## src/rtl/func_responder.sv

```systemverilog
// func_responder: start/busy responder computing y = a*a + floor(sqrt(b)) with a multi-cycle shift-add/isqrt datapath
module func_responder #(
    parameter int WIDTH   = 8,
    parameter int Y_WIDTH = 24
) (
    input  logic               clk_i,
    input  logic               rst_i,
    input  logic [WIDTH-1:0]   a_bi,
    input  logic [WIDTH-1:0]   b_bi,
    input  logic               start_i,
    output logic [Y_WIDTH-1:0] y_bo,
    output logic               busy_o
);
    localparam int HW = WIDTH / 2;
    localparam int CW = $clog2(WIDTH);
    localparam logic [1:0] IDLE = 2'd0;
    localparam logic [1:0] MUL  = 2'd1;
    localparam logic [1:0] SQRT = 2'd2;
    localparam logic [1:0] ADD  = 2'd3;
    logic [1:0]         state;
    logic [WIDTH-1:0]   a_r;
    logic [WIDTH-1:0]   b_r;
    logic [2*WIDTH-1:0] acc;
    logic [2*WIDTH-1:0] part;
    logic [HW-1:0]      root;
    logic [HW-1:0]      trial;
    logic [WIDTH-1:0]   trial_sq;
    logic [CW-1:0]      cnt;
    always_comb begin
        part     = a_r[cnt] ? ({{WIDTH{1'b0}}, a_r} << cnt) : '0;
        trial    = root | (HW'(1) << cnt);
        trial_sq = WIDTH'(trial) * WIDTH'(trial);
    end
    always_ff @(posedge clk_i or negedge rst_i) begin
        if (!rst_i) begin
            state  <= IDLE;
            a_r    <= '0;
            b_r    <= '0;
            acc    <= '0;
            root   <= '0;
            cnt    <= '0;
            y_bo   <= '0;
            busy_o <= 1'b0;
        end else begin
            case (state)
                IDLE: if (start_i) begin
                    a_r    <= a_bi;
                    b_r    <= b_bi;
                    acc    <= '0;
                    root   <= '0;
                    cnt    <= '0;
                    busy_o <= 1'b1;
                    state  <= MUL;
                end
                MUL: begin
                    acc   <= acc + part;
                    cnt   <= (cnt == CW'(WIDTH - 1)) ? CW'(HW - 1) : cnt + CW'(1);
                    state <= (cnt == CW'(WIDTH - 1)) ? SQRT : MUL;
                end
                SQRT: begin
                    root  <= (trial_sq <= b_r) ? trial : root;
                    cnt   <= cnt - CW'(1);
                    state <= (cnt == '0) ? ADD : SQRT;
                end
                ADD: begin
                    y_bo   <= Y_WIDTH'(acc) + Y_WIDTH'(root);
                    busy_o <= 1'b0;
                    state  <= IDLE;
                end
            endcase
        end
    end
endmodule
```

## config.mk

```make
export PLATFORM = sky130hd
export DESIGN_NAME = func_responder
export DESIGN_NICKNAME = d
export VERILOG_FILES = /design/src/rtl/func_responder.sv
export SDC_FILE = /design/constraint.sdc
export NUM_CORES = 1
export LEC_CHECK = 0
export BUFFER_PORTS_ARGS = -buffer_cell sky130_fd_sc_hd__buf_2
export CAP_MARGIN = 15
export CORE_UTILIZATION = 57
export CTS_CLUSTER_SIZE = 28
export DETAILED_ROUTE_END_ITERATION = 8
export PLACE_DENSITY = 0.77
export SETUP_SLACK_MARGIN = 0.5
export SLEW_MARGIN = 20
export SYNTH_ARGS = -nofsm -noshare
export SYNTH_HDL_FRONTEND = slang
export SYNTH_SLANG_ARGS = --single-unit
```

## constraint.sdc

```tcl
create_clock -name clk_i -period 4.6 [get_ports clk_i]
set_input_delay 0.92 -clock clk_i [delete_from_list [all_inputs] [get_ports clk_i]]
set_output_delay 0.92 -clock clk_i [all_outputs]
set_load 0.02 [all_outputs]
```

==> results.md <==
- After clock tree synthesis, the flow added hold-fix buffers numbering 0.
- Yosys attributes the largest share of cell area to sky130_fd_sc_hd__dfrtp_1 34%, sky130_fd_sc_hd__ha_1 12%, sky130_fd_sc_hd__mux2_2 6.3%.
- The sum of routed wire length over all layers is 9.59 mm.
- TritonCTS built the clock tree.
- Measured against its own limit, the worst slew margin works out to 34.9%.
- After detailed routing, the average wire length per cell comes to 15.5 um.
- The worst setup path is captured at a register.
- At the end of routability-driven placement, the weighted congestion stood at 0.901.
- The final period demand of the worst path is 3.94 ns.
- The final count of hold timing violations is 0.
- The synthesized design contains 0 enable-type register cells.
- The cell area that synthesis handed to floorplanning was 4320 um^2.
- The via count of the first global-routing pass is 3,296.
- Summing internal, switching and leakage power gives 3670 uW.
- The analysis attributes to cell leakage a power of 0.00231 uW.
- The wire-length estimate of the detail-placed layout is 6.99 mm.
- The post-synthesis sequential element count is 59.
- The floorplan step set the die height to 89.1 um.
- The clock tree skew after final layout is 0.00570 ns.
- The detailed-route DRC error count is 0.
- Clock tree synthesis found a total of 59 sinks.
- The routed via count is 3,543.
- The commonest cells after synthesis are 59 x sky130_fd_sc_hd__dfrtp_1, 59 x sky130_fd_sc_hd__nor2_1, 40 x sky130_fd_sc_hd__ha_1.
- The first global-routing pass estimated 15.3 mm of wire.
- For the worst setup path, the data arrival time is 4.21 ns.
- In this run the count of I/O pins placed on the die edge is 44.
- The initial antenna violation count is 0.
- For the worst-skew pair, the clock arrives at the later sink with an insertion delay of 0.35 ns.
- IR analysis of the VDD net gives a maximum drop of 0.339 mV.
- The peak clock frequency supported by timing is 254 MHz.
- In this run the deepest clock path goes through 2 buffers.
- The power per standard cell area is 757 nW/um^2.
- The final critical path takes up 85.6% of the cycle.
- The number of max-slew violations in the final report is 0.
- The number of antenna cells inserted is 0.
- Entering global routing, the biggest net connects 60 pins.
- For this run, the total global-route usage over all layers was measured as 25.8%.
- The residual antenna-violating net count after detailed routing is 0.
- The CTS H-tree depth is 3.
- The first routing iteration left 214 violations.
- The max-cap violation count is 0.
- The type of the setup path with the least slack is reg -> reg.
- Of all flip-flops after synthesis, the portion carrying an async set or reset was 100%.
- The number of buffers added by the clock tree synthesis step is 9.
- The cell type with the highest aggregate area in the netlist is sky130_fd_sc_hd__dfrtp_1.
- Using the TritonRoute via totals, the vias-per-cell ratio works out to 5.73.
- The total overflow left after global routing is 0.
- After technology mapping, the gate count stands at 476.
- For this run, the leading register cell type out of synthesis is sky130_fd_sc_hd__dfrtp_1.
- After floorplanning, the core was divided into 31 placement rows.
- The worst setup path is launched from a register.
- Setup violations remaining at the end of the flow were counted as 0.
- The run finished with clean final reports.
- Along the worst path, the maximum fanout reaches 20.
- The starting utilization of the core area is 59.3%.
- The ratio of cells with drive above 1 in the final layout is 19.5%.
- The tree is rooted in a sky130_fd_sc_hd__clkbuf_8.
- The synthesized area per cell is 9.08 um^2.
- The fraction of synthesized cell area taken by the top area cell type is 34.2%.
- The area of the core is 7290 um^2.
- Setup repair after global routing left no endpoint under its margin.
- The clock-pin slew of the registers on the worst-case setup and hold paths is 0.07 ns.
- The worst hold path belongs to the class reg -> reg.
- Yosys printed 0 warnings.
- Setup total negative slack on the finished layout was measured at 0 ns.
- Before antenna repair, the detailed router went through 4 iterations.
- The register area share after synthesis is 34.2%.
- The transition time of the tightest slew-check pin is 0.977 ns.
- The overall die area is 7930 um^2.
- Measured along the x axis, the die boundary spans 89.1 um.
- Compared with the post-synthesis result, the final layout area differs by 12.1%.
- The final-stage net count is 578.
- The number of distinct library cell variants in the gate-level netlist after synthesis is 54.
- The required time of the critical path is 4.88 ns.
- In this run the tool buffered the top-level ports with 36 buffer cells.
[critical path, cell delays in order, from the launching register on]
cell	delay, ns
sky130_fd_sc_hd__dfrtp_1	0.40
sky130_fd_sc_hd__buf_6	0.18
sky130_fd_sc_hd__ha_1	0.20
sky130_fd_sc_hd__nor2b_1	0.15
sky130_fd_sc_hd__or2_2	0.35
sky130_fd_sc_hd__nor3_4	0.21
sky130_fd_sc_hd__ha_1	0.28
sky130_fd_sc_hd__a31oi_2	0.15
sky130_fd_sc_hd__nor2b_1	0.07
sky130_fd_sc_hd__or3_1	0.29
sky130_fd_sc_hd__and2_1	0.16
sky130_fd_sc_hd__ha_1	0.29
sky130_fd_sc_hd__a21o_1	0.18
sky130_fd_sc_hd__a21oi_1	0.13
sky130_fd_sc_hd__nor2b_1	0.06
sky130_fd_sc_hd__o32a_1	0.31
sky130_fd_sc_hd__or2_2	0.30
sky130_fd_sc_hd__o22ai_1	0.15
[sequential cells by signal, indices dropped and copies added (netlist names), named ones only]
| register | cells |
|---|---|
| a_r | 8 |
| busy_o | 1 |
| y_bo | 17 |
| acc | 16 |
| state | 1 |
| cnt | 3 |
| b_r | 8 |
| root | 4 |
[metrics by stage]
stage | utilization, % | instance area (um^2) | cells | hold WS, ns | setup WS (ns)
after floorplan | - | 4340 | 482 | 0.479 | 0.538
after global placement | 62.5 | 4560 | 598 | 0.486 | 0.677
after detailed placement | 62.5 | 4560 | 598 | 0.495 | 0.514
after CTS | 65.3 | 4760 | 612 | 0.510 | 0.502
after global routing | 66.4 | 4840 | 618 | 0.522 | 0.467
final | 66.4 | 4840 | 618 | 0.505 | 0.661
[what timing repair did]
item,CTS,global route
pin swaps,0,2
setup buffers,0,6
endpoints found under the setup margin,2,4
gates resized for setup,1,9
[power breakdown]
group	leakage (uW)	internal, uW	total [uW]	switching, uW
registers	0.000719	764	989	225
clock network	0.000104	288	503	215
logic	0.00149	928	2180	1250
[final cells by class]
type                       count  area [um^2]
clock inverter                 2         35.0
tap                           99          124
fill                         604         2450
inverter                      32          124
multi-input combinational    368         2660
sequential                    59         1480
timing repair buffer          46          259
clock buffer                  12          165
[cell usage in the layout, fill, tap and decap left out, types with 8 or more instances in the layout]
master / instances
sky130_fd_sc_hd__nor2b_1: 8
sky130_fd_sc_hd__o21ai_0: 29
sky130_fd_sc_hd__xnor2_1: 18
sky130_fd_sc_hd__buf_2: 36
sky130_fd_sc_hd__nor2_1: 58
sky130_fd_sc_hd__xor2_1: 10
sky130_fd_sc_hd__buf_4: 9
sky130_fd_sc_hd__a21oi_1: 37
sky130_fd_sc_hd__inv_1: 30
sky130_fd_sc_hd__dfrtp_1: 59
sky130_fd_sc_hd__nand2_1: 32
sky130_fd_sc_hd__mux2_2: 24
sky130_fd_sc_hd__clkbuf_8: 12
sky130_fd_sc_hd__ha_1: 40
sky130_fd_sc_hd__mux2i_1: 11
[final timing paths]
kind                                         start                   end  slack, ns  cells after the start
worst min register to register  b_r[3]$_DFFE_PN0P_    b_r[3]$_DFFE_PN0P_       0.50                      1
worst max-delay path            cnt[0]$_DFFE_PN0P_   root[2]$_DFFE_PN0P_       0.66                     17
worst min-delay path            b_r[3]$_DFFE_PN0P_    b_r[3]$_DFFE_PN0P_       0.50                      1
max in group asynchronous                    rst_i    a_r[6]$_DFFE_PN0P_       3.38                      2
worst max register to register  cnt[0]$_DFFE_PN0P_   root[2]$_DFFE_PN0P_       0.66                     17
min in group asynchronous                    rst_i  y_bo[14]$_DFFE_PN0P_       0.71                      2
[cell families after synthesis]
logic type               after synthesis  share of synthesized area (%)
AND/OR/NAND/NOR                      135                           14.4
AO/OA/AOI/OAI                        118                           17.2
flip-flops                            59                           34.2
buffers and inverters                 55                           5.62
adder cells (fa/ha/maj)               43                           13.0
multiplexers                          37                           9.84
XOR/XNOR                              28                           5.67
other                                  1                         0.0868
[routing by layer]
| metal | vias to the layer above | routed length [um] | track usage (%) |
|---|---|---|---|
| met4 | 0 | 302 | 10.8 |
| met3 | 28 | 409 | 6.74 |
| li1 | 1740 | - | - |
| met1 | 1696 | 4280 | 33.6 |
| met5 | - | 0 | 0 |
| met2 | 79 | 4590 | 40.8 |
No activity file was read; power rests on OpenSTA's default activity.
